**src/rtl/mips_pkg.sv**
```systemverilog
// Shared MIPS opcode/funct constants for the writeback slice.
// Load decode helper used by the writeback stage.
package mips_pkg;

  localparam logic [5:0] OP_RTYPE = 6'h00;
  localparam logic [5:0] OP_JAL   = 6'h03;
  localparam logic [5:0] OP_ADDI  = 6'h08;
  localparam logic [5:0] OP_ADDIU = 6'h09;
  localparam logic [5:0] OP_SLTI  = 6'h0A;
  localparam logic [5:0] OP_SLTIU = 6'h0B;
  localparam logic [5:0] OP_ANDI  = 6'h0C;
  localparam logic [5:0] OP_ORI   = 6'h0D;
  localparam logic [5:0] OP_XORI  = 6'h0E;
  localparam logic [5:0] OP_LUI   = 6'h0F;
  localparam logic [5:0] OP_LB    = 6'h20;
  localparam logic [5:0] OP_LH    = 6'h21;
  localparam logic [5:0] OP_LW    = 6'h23;
  localparam logic [5:0] OP_LBU   = 6'h24;
  localparam logic [5:0] OP_LHU   = 6'h25;

  localparam logic [5:0] FN_JR    = 6'h08;
  localparam logic [5:0] FN_JALR  = 6'h09;

  localparam logic [4:0] REG_RA   = 5'd31;

  function automatic logic is_load(
    input logic [5:0] op
  );
    return op inside {OP_LB, OP_LH, OP_LW,
                      OP_LBU, OP_LHU};
  endfunction

endpackage

```
**src/rtl/wb_regfile_if.sv**
```systemverilog
// MEM/WB-to-writeback bus plus decode read ports.
// master = pipeline/decode side, slave = wb_regfile.
interface wb_regfile_if;

  logic [31:0] ins_w;
  logic [31:0] pc_w;
  logic [31:0] alu_result;
  logic [31:0] dm_data;
  logic [4:0]  rs_addr;
  logic [4:0]  rt_addr;
  logic [31:0] rs_data;
  logic [31:0] rt_data;
  logic        wb_en;
  logic [4:0]  wb_addr;
  logic [31:0] wb_data;
  logic [31:0] retire_cnt;
  logic        align_err;

  modport master (
    output ins_w, pc_w, alu_result, dm_data,
    output rs_addr, rt_addr,
    input  rs_data, rt_data,
    input  wb_en, wb_addr, wb_data,
    input  retire_cnt, align_err
  );

  modport slave (
    input  ins_w, pc_w, alu_result, dm_data,
    input  rs_addr, rt_addr,
    output rs_data, rt_data,
    output wb_en, wb_addr, wb_data,
    output retire_cnt, align_err
  );

endinterface

```
**src/rtl/wb_load_ext.sv**
```systemverilog
// Load data lane select (big-endian) and sign/zero extension.
// Flags halfword/word loads whose address is misaligned.
module wb_load_ext
  import mips_pkg::*;
(
  input  logic [5:0]  i_op,
  input  logic [1:0]  i_addr,
  input  logic [31:0] i_data,
  output logic [31:0] o_data,
  output logic        o_misal
);

  logic [7:0]  w_byte;
  logic [15:0] w_half;

  always_comb begin
    w_byte = i_data[7:0];
    unique case (i_addr)
      2'd0: w_byte = i_data[31:24];
      2'd1: w_byte = i_data[23:16];
      2'd2: w_byte = i_data[15:8];
      2'd3: w_byte = i_data[7:0];
      default: ;
    endcase
  end

  assign w_half = i_addr[1] ? i_data[15:0]
                            : i_data[31:16];

  always_comb begin
    o_data  = i_data;
    o_misal = 1'b0;
    unique case (1'b1)
      (i_op == OP_LB):
        o_data = {{24{w_byte[7]}}, w_byte};
      (i_op == OP_LBU):
        o_data = {24'h0, w_byte};
      (i_op == OP_LH): begin
        o_data  = {{16{w_half[15]}}, w_half};
        o_misal = i_addr[0];
      end
      (i_op == OP_LHU): begin
        o_data  = {16'h0, w_half};
        o_misal = i_addr[0];
      end
      (i_op == OP_LW):
        o_misal = |i_addr;
      default: ;
    endcase
  end

endmodule

```
**src/rtl/wb_regfile.sv**
```systemverilog
// Writeback stage + 32x32 register file, retire counter, align flag.
// Define WB_BYPASS_EN to forward wb_data to same-cycle reads.
module wb_regfile
  import mips_pkg::*;
(
  input  logic        clk,
  input  logic        reset,
  wb_regfile_if.slave bus
);

  logic [31:0] r_regs [32];
  logic [31:0] r_cnt;
  logic        r_err;

  logic [5:0]  w_op;
  logic [5:0]  w_fn;
  logic [4:0]  w_rt;
  logic [4:0]  w_rd;
  logic [31:0] w_pc8;
  logic [31:0] w_ext;
  logic        w_misal;
  logic        w_we;
  logic [4:0]  w_dst;
  logic [31:0] w_val;
  logic        w_wen;
  logic        w_unused;

  assign w_op  = bus.ins_w[31:26];
  assign w_rt  = bus.ins_w[20:16];
  assign w_rd  = bus.ins_w[15:11];
  assign w_fn  = bus.ins_w[5:0];
  assign w_pc8 = bus.pc_w + 32'd8;
  assign w_unused = ^{bus.ins_w[25:21],
                      bus.ins_w[10:6]};

  wb_load_ext u_ext (
    .i_op    (w_op),
    .i_addr  (bus.alu_result[1:0]),
    .i_data  (bus.dm_data),
    .o_data  (w_ext),
    .o_misal (w_misal)
  );

  always_comb begin
    w_we  = 1'b0;
    w_dst = w_rt;
    w_val = bus.alu_result;
    unique case (1'b1)
      (w_op == OP_RTYPE): begin
        w_we  = (w_fn != FN_JR);
        w_dst = w_rd;
        if (w_fn == FN_JALR) w_val = w_pc8;
      end
      (w_op == OP_JAL): begin
        w_we  = 1'b1;
        w_dst = REG_RA;
        w_val = w_pc8;
      end
      (w_op inside {OP_ADDI, OP_ADDIU,
                    OP_SLTI, OP_SLTIU,
                    OP_ANDI, OP_ORI,
                    OP_XORI, OP_LUI}):
        w_we = 1'b1;
      is_load(w_op): begin
        w_we  = 1'b1;
        w_val = w_ext;
      end
      default: ;
    endcase
  end

  assign w_wen = w_we & (w_dst != 5'd0) & ~w_misal;

  always_ff @(posedge clk) begin
    if (!reset) begin
      for (int i = 0; i < 32; i++)
        r_regs[i] <= '0;
      r_cnt <= '0;
      r_err <= 1'b0;
    end else begin
      if (bus.ins_w != '0) r_cnt <= r_cnt + 32'd1;
      if (w_misal) r_err <= 1'b1;
      if (w_wen) r_regs[w_dst] <= w_val;
    end
  end

  logic [31:0] w_rs_arr;
  logic [31:0] w_rt_arr;

  assign w_rs_arr = (bus.rs_addr == 5'd0) ? '0
                  : r_regs[bus.rs_addr];
  assign w_rt_arr = (bus.rt_addr == 5'd0) ? '0
                  : r_regs[bus.rt_addr];

`ifdef WB_BYPASS_EN
  // w_wen implies w_dst != 0, so $0 is never forwarded
  assign bus.rs_data =
    (w_wen && bus.rs_addr == w_dst) ? w_val : w_rs_arr;
  assign bus.rt_data =
    (w_wen && bus.rt_addr == w_dst) ? w_val : w_rt_arr;
`else
  assign bus.rs_data = w_rs_arr;
  assign bus.rt_data = w_rt_arr;
`endif

  assign bus.wb_en      = w_wen;
  assign bus.wb_addr    = w_dst;
  assign bus.wb_data    = w_val;
  assign bus.retire_cnt = r_cnt;
  assign bus.align_err  = r_err;

endmodule

```
**src/flat_wrapper.sv**
```systemverilog
// flat-port wrapper written by rule: the top's interface ports become plain ports
module wb_regfile_flat import mips_pkg::*;
  (clk, reset, bus_ins_w, bus_pc_w, bus_alu_result, bus_dm_data, bus_rs_addr, bus_rt_addr, bus_rs_data, bus_rt_data, bus_wb_en, bus_wb_addr, bus_wb_data, bus_retire_cnt, bus_align_err);
  wb_regfile_if bus_i ();
  input  logic clk;
  input  logic reset;
  input wire logic [$bits(bus_i.ins_w)-1:0] bus_ins_w;
  input wire logic [$bits(bus_i.pc_w)-1:0] bus_pc_w;
  input wire logic [$bits(bus_i.alu_result)-1:0] bus_alu_result;
  input wire logic [$bits(bus_i.dm_data)-1:0] bus_dm_data;
  input wire logic [$bits(bus_i.rs_addr)-1:0] bus_rs_addr;
  input wire logic [$bits(bus_i.rt_addr)-1:0] bus_rt_addr;
  output wire logic [$bits(bus_i.rs_data)-1:0] bus_rs_data;
  output wire logic [$bits(bus_i.rt_data)-1:0] bus_rt_data;
  output wire logic [$bits(bus_i.wb_en)-1:0] bus_wb_en;
  output wire logic [$bits(bus_i.wb_addr)-1:0] bus_wb_addr;
  output wire logic [$bits(bus_i.wb_data)-1:0] bus_wb_data;
  output wire logic [$bits(bus_i.retire_cnt)-1:0] bus_retire_cnt;
  output wire logic [$bits(bus_i.align_err)-1:0] bus_align_err;
  assign bus_i.ins_w = bus_ins_w;
  assign bus_i.pc_w = bus_pc_w;
  assign bus_i.alu_result = bus_alu_result;
  assign bus_i.dm_data = bus_dm_data;
  assign bus_i.rs_addr = bus_rs_addr;
  assign bus_i.rt_addr = bus_rt_addr;
  assign bus_rs_data = bus_i.rs_data;
  assign bus_rt_data = bus_i.rt_data;
  assign bus_wb_en = bus_i.wb_en;
  assign bus_wb_addr = bus_i.wb_addr;
  assign bus_wb_data = bus_i.wb_data;
  assign bus_retire_cnt = bus_i.retire_cnt;
  assign bus_align_err = bus_i.align_err;
  wb_regfile u_core (.clk(clk), .reset(reset), .bus(bus_i));
endmodule
```
**config.mk**
```make
export PLATFORM = sky130hd
export DESIGN_NAME = wb_regfile_flat
export DESIGN_NICKNAME = d
export VERILOG_FILES = /design/src/rtl/mips_pkg.sv /design/src/rtl/wb_regfile_if.sv /design/src/rtl/wb_load_ext.sv /design/src/rtl/wb_regfile.sv /design/src/flat_wrapper.sv
export SDC_FILE = /design/constraint.sdc
export NUM_CORES = 2
export LEC_CHECK = 0
export CAP_MARGIN = 20
export CELL_PAD_IN_SITES_DETAIL_PLACEMENT = 1
export CELL_PAD_IN_SITES_GLOBAL_PLACEMENT = 1
export CORE_UTILIZATION = 52
export CTS_CLUSTER_SIZE = 12
export DETAILED_ROUTE_END_ITERATION = 10
export PLACE_DENSITY_LB_ADDON = 0.1
export SYNTH_ARGS = -nofsm -noshare
export SYNTH_HDL_FRONTEND = slang
export SYNTH_SLANG_ARGS = --single-unit
```
**constraint.sdc**
```tcl
create_clock -name clk -period 8.6 [get_ports clk]
set_clock_uncertainty 0.2 [all_clocks]
set_input_delay 2.15 -clock clk [delete_from_list [all_inputs] [get_ports clk]]
set_output_delay 2.15 -clock clk [all_outputs]
set_load 0.1 [all_outputs]
```
=== Yosys cells after proc, flatten, opt, wreduce, memory -nomap -nowiden ===
Memories as Yosys holds them, arrays and structs flattened.
Index checks and enable logic that the tools add are counted.
W data, S select, Z words.

* Register bits after elaboration: 33
* Bits in writable memories: 1024
* Memories: 1
* Bits of input ports: 140
* Logic and storage cells: 56

* Equal/unequal tests: 19
* Muxes and demuxes: 17
* Add/sub/neg operators: 2
* Bitwise logic cells: 3
* Reductions and logical operators: 12

{| class="wikitable"
|+ Memory list
! name !! words !! width !! read ports !! clocked after memory_dff !! wr ports !! RTL line !! RTL
|-
| u_core.r_regs || 32 || 32 || 2 || 0 || 32 || wb_regfile.sv:11 || <nowiki>logic [31:0] r_regs [32];</nowiki>
|}

{| class="wikitable"
|+ Operators with widths
! kind !! count
|-
| $mux W32 || 4
|-
| $pmux W32 S4 || 1
|-
| $pmux W32 S3 || 1
|-
| $eq A6 B4 Y1 const B || 9
|-
| $add A32 B1 Y32 const B || 1
|-
| $add A32 B4 Y32 const B || 1
|-
| $pmux W8 S4 || 1
|-
| $reduce_bool A32 Y1 || 1
|-
| $reduce_or A32 Y1 || 1
|-
| $eq A6 B6 Y1 const B || 5
|-
| $mux W16 || 1
|-
| $logic_not A5 Y1 || 2
|-
| $pmux W5 S2 || 1
|-
| $reduce_bool A5 Y1 || 2
|-
| $reduce_bool A8 Y1 || 1
|-
| $eq A6 B2 Y1 const B || 1
|-
| $logic_not A6 Y1 || 1
|-
| $ne A6 B4 Y1 const B || 1
|-
| $mux W1 || 5
|-
| $mux W5 || 1
|-
| $eq A2 B2 Y1 const B || 2
|-
| $pmux W1 S2 || 2
|-
| $reduce_or A2 Y1 || 2
|-
| $reduce_or A3 Y1 || 1
|-
| other kinds (4) || 5
|}

=== Depth between registers and ports, before layout ===
* Depth in word-level cells: 11
* Gate-level depth with buffers: 10
* Depth with buffers taken out: 6

=== Cells and area by module ===
A second synthesis with hierarchy kept.

* Cell total of the unflattened synthesis: 3817
* Area, all modules: 55140.4 µm²

{| class="wikitable"
|+ Modules (own cells, without submodules)
! module !! times used !! cells each !! area each (µm²) !! seq. area each (µm²)
|-
| wb_regfile || 1 || 3707 || 54437.2 || 31410.1
|-
| wb_load_ext || 1 || 110 || 703.2 || 0.0
|}

=== Least setup slack after synthesis ===
OpenSTA, ideal clock, no wires.

* Path type: input-to-output
* Start: in bus_rs_addr[0]
* End: out bus_rs_data[25]
* Cell stages on the path: 7
* Path slack: 0.466 ns
* Path buffers: 3
* Arrival: 5.784 ns
* Path through: clkbuf_1 -> clkbuf_1 -> buf_1 -> mux4_2 -> mux4_2 -> inv_1 -> o21ai_0

* Cells in the longest elaborated chain, start to end: 2

{| class="wikitable"
|+ Ends and longest elaborated chain
! element !! RTL line !! RTL
|-
| from (decl) || flat_wrapper.sv:11 || <nowiki>input wire logic [$bits(bus_i.rs_addr)-1:0] bus_rs_addr;</nowiki>
|-
| $mem_v2 Z32 W32 or $logic_not A5 Y1 (tied branches) || - ||
|-
| $mux W32 (*) || wb_regfile.sv:90 || <nowiki>assign w_rs_arr = (bus.rs_addr == 5'd0) ? '0</nowiki>
|-
| to (decl) || flat_wrapper.sv:13 || <nowiki>output wire logic [$bits(bus_i.rs_data)-1:0] bus_rs_data;</nowiki>
|}

Mark *: on every way between the ends. The rest lies on a longest branch, timed or not.

=== Final worst setup path ===
* Start: in bus_ins_w[30]
* End: out bus_wb_data[29]

* Cells in the longest elaborated chain, start to end: 3

{| class="wikitable"
|+ Ends and longest elaborated chain
! element !! RTL line !! RTL
|-
| from (decl) || flat_wrapper.sv:7 || <nowiki>input wire logic [$bits(bus_i.ins_w)-1:0] bus_ins_w;</nowiki>
|-
| $eq A6 B6 Y1, on equally long branches || - ||
|-
| $pmux W32 S4 or $reduce_bool A5 Y1 (tied branches) || wb_load_ext.sv:33, mips_pkg.sv:29 ||
|-
| $pmux W32 S3 (*) || wb_regfile.sv:48 || <nowiki>unique case (1'b1)</nowiki>
|-
| to (decl) || flat_wrapper.sv:17 || <nowiki>output wire logic [$bits(bus_i.wb_data)-1:0] bus_wb_data;</nowiki>
|}

Marks and branches as above.

==> results.md <==
* Net Sw Power at 3850 µW
* DRT Pass-1 Iters at 6
* # diodes at 0
* Leakage at roughly 0.022 µW
* Mean number of vias per cell at 7.54
* Largest net degree at the start of global routing at 121
* Setup crit start kind: input port
* Worst VDD drop at 141 µV
* Via count at 41742
* Netlist cell types at 72
* Tmin final at 8.34 ns
* First-pass GRT wire length at 319000 µm
* Gate Count Post-Synth at 3896
* WHS Path Cells at 2
* Clock Tree Buf Depth at 3
* Initial core utilization at 0.528
* Number of port buffers at between 200 and 300
* FMAX at roughly 120 MHz
* CTS Hold Buffers Added at 0
* Hpwl dp at 139000 µm
* Synth async-reset ratio at 0
* Pwr/cell area at approximately 200 mW/mm²
* Worst rel slew slack at 0.209
* Layout cells sized above 1 at 0.298
* Fillers at between 9000 and 10000
* WP buf/inv at 4
* Ports at between 200 and 300
* Synth top area share at 0.541
* CP arrival at ~6 ns
* DR iter-0 viols at roughly 6000
* Nets@finish at 4186
* Final Hold Viols at 0
* Max incr delay on CP at 0.86 ns
* Cell internal pwr at 9480 µW
* Crit path from: bus_ins_w[30]
* Combinational cell fraction of total power at 0.183
* Skew-Pair Late Insertion Delay at between 0.7 and 0.8 ns
* Clock sink count at 1057
* Clock slew at reported path FFs at 0.06 ns
* Setup TNS at 0 ns
* Row count at 120
* Final ANT Viol Nets at 0
* Number of global-route vias before repair at 43078
* RSZ-0062 raised after global routing: no
* Post-route DRC at 0
* Part of the power in registers at 0.455
* Synthesized cell area at 0.0568 mm²
* Synth Register Bits at about 1100
* Worst hold path class: reg -> reg
* Number of synthesized flops with an enable pin at 1024
* Die outline height at about 330 µm
* Die footprint at 0.111 mm²
* Worst R2R Setup Slack at 6.00 ns
* Crit share post-route at 0.970
* Worst r2r src: u_core.bus.retire_cnt[4]
* Most frequent CP cell: buf_4
* Synth top cells by count: edfxtp_1, mux4_2, a21oi_1
* WS Path Type: in -> out
* Synth top area cells: edfxtp_1, mux4_2, a21oi_1, nor2_1, clkbuf_1
* Width of the die at ~330 µm
* Yosys top cell by area: edfxtp_1
* Setup violators final at 0
* Sequential share of the synthesized area at 0.553
* # H-tree levels at 3
* Core ar. at 0.108 mm²
* Wire per inst at slightly above 40 µm
* CTS root buffer: clkbuf_16
* Reg2Reg Capture Point: u_core.bus.retire_cnt[28]
* Worst-margin pin slew at 1.18 ns
* Crit path capture type: output port
* Outcome: finished clean
* Post-CTS setup buffer count at 0
* Total routed wirelength at between 200000 and 250000 µm
* Delay-heaviest family, CP: simple AND/OR/NAND/NOR gates
* Num CTS Buffers at between 100 and 150
* CP required at 6.25 ns
* Crit path cell chain: clkdlybuf4s50_1 -> nor4_4 -> buf_4 -> nand4_1 -> nand2_2 -> buf_4 -> o21ai_4 -> nand2_1 -> buf_12
* Most numerous cell in the Yosys netlist: edfxtp_1
* Slowest cell on the critical path: nand2_2
* Placed cell count at 5331
* Min-delay src: u_core.bus.retire_cnt[31]
* Main synth FF type: edfxtp_1
* Post-cts sizing count at 0
* Area growth syn-to-layout at 15.7%
* Synth warnings at 0
* R2R cell count at 5
* Clock power frac at 0.362
* Worst-case hold path end point: u_core.bus.retire_cnt[31]
* CP Max Fanout at 16
* CTS tree: built
* GPL Wtd Cong at between 0.9 and 1
* Avg Cell Area, Syn at 14.6 µm²
* Global route total overflow at 0
* Max Cap Violations at 0
* Tot GR Track Use at 0.413
* Sw Ratio at 0.289
* Slew Viols, Final at 0
* Initial antenna violation count at 6
* Non-filler cells, final at 5538
==> cell type report <==
type	instances	area, µm²	share of cell area
clock buffer	151	3060	0.0466
clock inverter	55	500	0.00762
inverter	95	357	0.00543
multi-input combinational	2309	24000	0.366
sequential	1057	31400	0.478
tap	1403	1760	0.0267
timing repair buffer	468	4580	0.0697
==> worst max path at each step <==
stage,endpoint,slack [ns],cells after the start
after floorplan,bus_rs_data[25],0.47,7
after global placement,bus_wb_data[29],0.43,9
after detailed placement,bus_wb_data[29],0.35,9
after CTS,bus_wb_data[29],0.34,9
after global routing,bus_wb_data[29],0.15,9
final,bus_wb_data[29],0.26,9
==> flip-flops by register name, indices dropped and copies added (netlist names) <==
register	cells
u_core.r_regs	1024
u_core.bus.retire_cnt	32
u_core.bus.align_err	1
==> worst min-delay path, stage by stage, from the launching register on <==
cell and delay, ns:
dfxtp_1 0.32, nand2_1 0.06, mux2i_1 0.05
==> cell families (layout without fill, tap and decap cells) <==
| group | after synthesis | in the layout | synth area share |
|---|---|---|---|
| flip-flops | 1057 | 1057 | 0.553 |
| adder cells (fa/ha/maj) | 2 | 2 | 0.000440 |
| buffers and inverters | 561 | 769 | 0.0388 |
| multiplexers | 658 | 658 | 0.258 |
| XOR/XNOR | 14 | 14 | 0.00216 |
| other | 1 | 32 | 0.0000660 |
| AO/OA/AOI/OAI | 745 | 745 | 0.0793 |
| AND/OR/NAND/NOR | 858 | 858 | 0.0681 |
==> power groups by stage <==
stage / logic, µW / clock network, µW / registers [µW]
global route: 2470 / 4990 / 6090
detailed placement: 2380 / 0 / 6160
floorplan: 1500 / 0 / 6110
global placement: 2350 / 0 / 6110
finish: 2440 / 4830 / 6070
CTS: 2390 / 4830 / 6060
==> routing by layer <==
layer | track usage | vias up | part of all wire | wire (µm)
met2 | 0.636 | 3449 | 0.46 | 105000
met4 | 0.252 | 12 | 0.072 | 16300
met1 | 0.515 | 21688 | 0.33 | 75900
met5 | 0 | - | 0.00035 | 79
li1 | - | 15905 | - | -
met3 | 0.126 | 688 | 0.13 | 30300
==> per-stage QoR <==
step | power [µW] | util | setup slack [ns] | area [µm²] | hold slack, ns
after floorplan | 7610 | - | 0.466 | 56900 | 0.690
after global placement | 8460 | 0.577 | 0.433 | 62100 | 0.260
after detailed placement | 8540 | 0.577 | 0.351 | 62100 | 0.266
after CTS | 13300 | 0.610 | 0.336 | 65700 | 0.286
after global routing | 13600 | 0.610 | 0.152 | 65700 | 0.311
final | 13300 | 0.610 | 0.255 | 65700 | 0.281
==> cells in the final DEF, fill, tap and decap left out, types with 83 or more instances in the layout <==
cell type        instances
a211oi_1                84
edfxtp_1              1024
nor3_1                 108
inv_1                   93
a21oi_1                438
mux4_2                 645
buf_4                  242
nor2_1                 435
clkbuf_16              116
nand2_1                118
o21ai_0                 83
clkdlybuf4s50_1        161
Note: power is estimated with default switching activity, not from simulation.
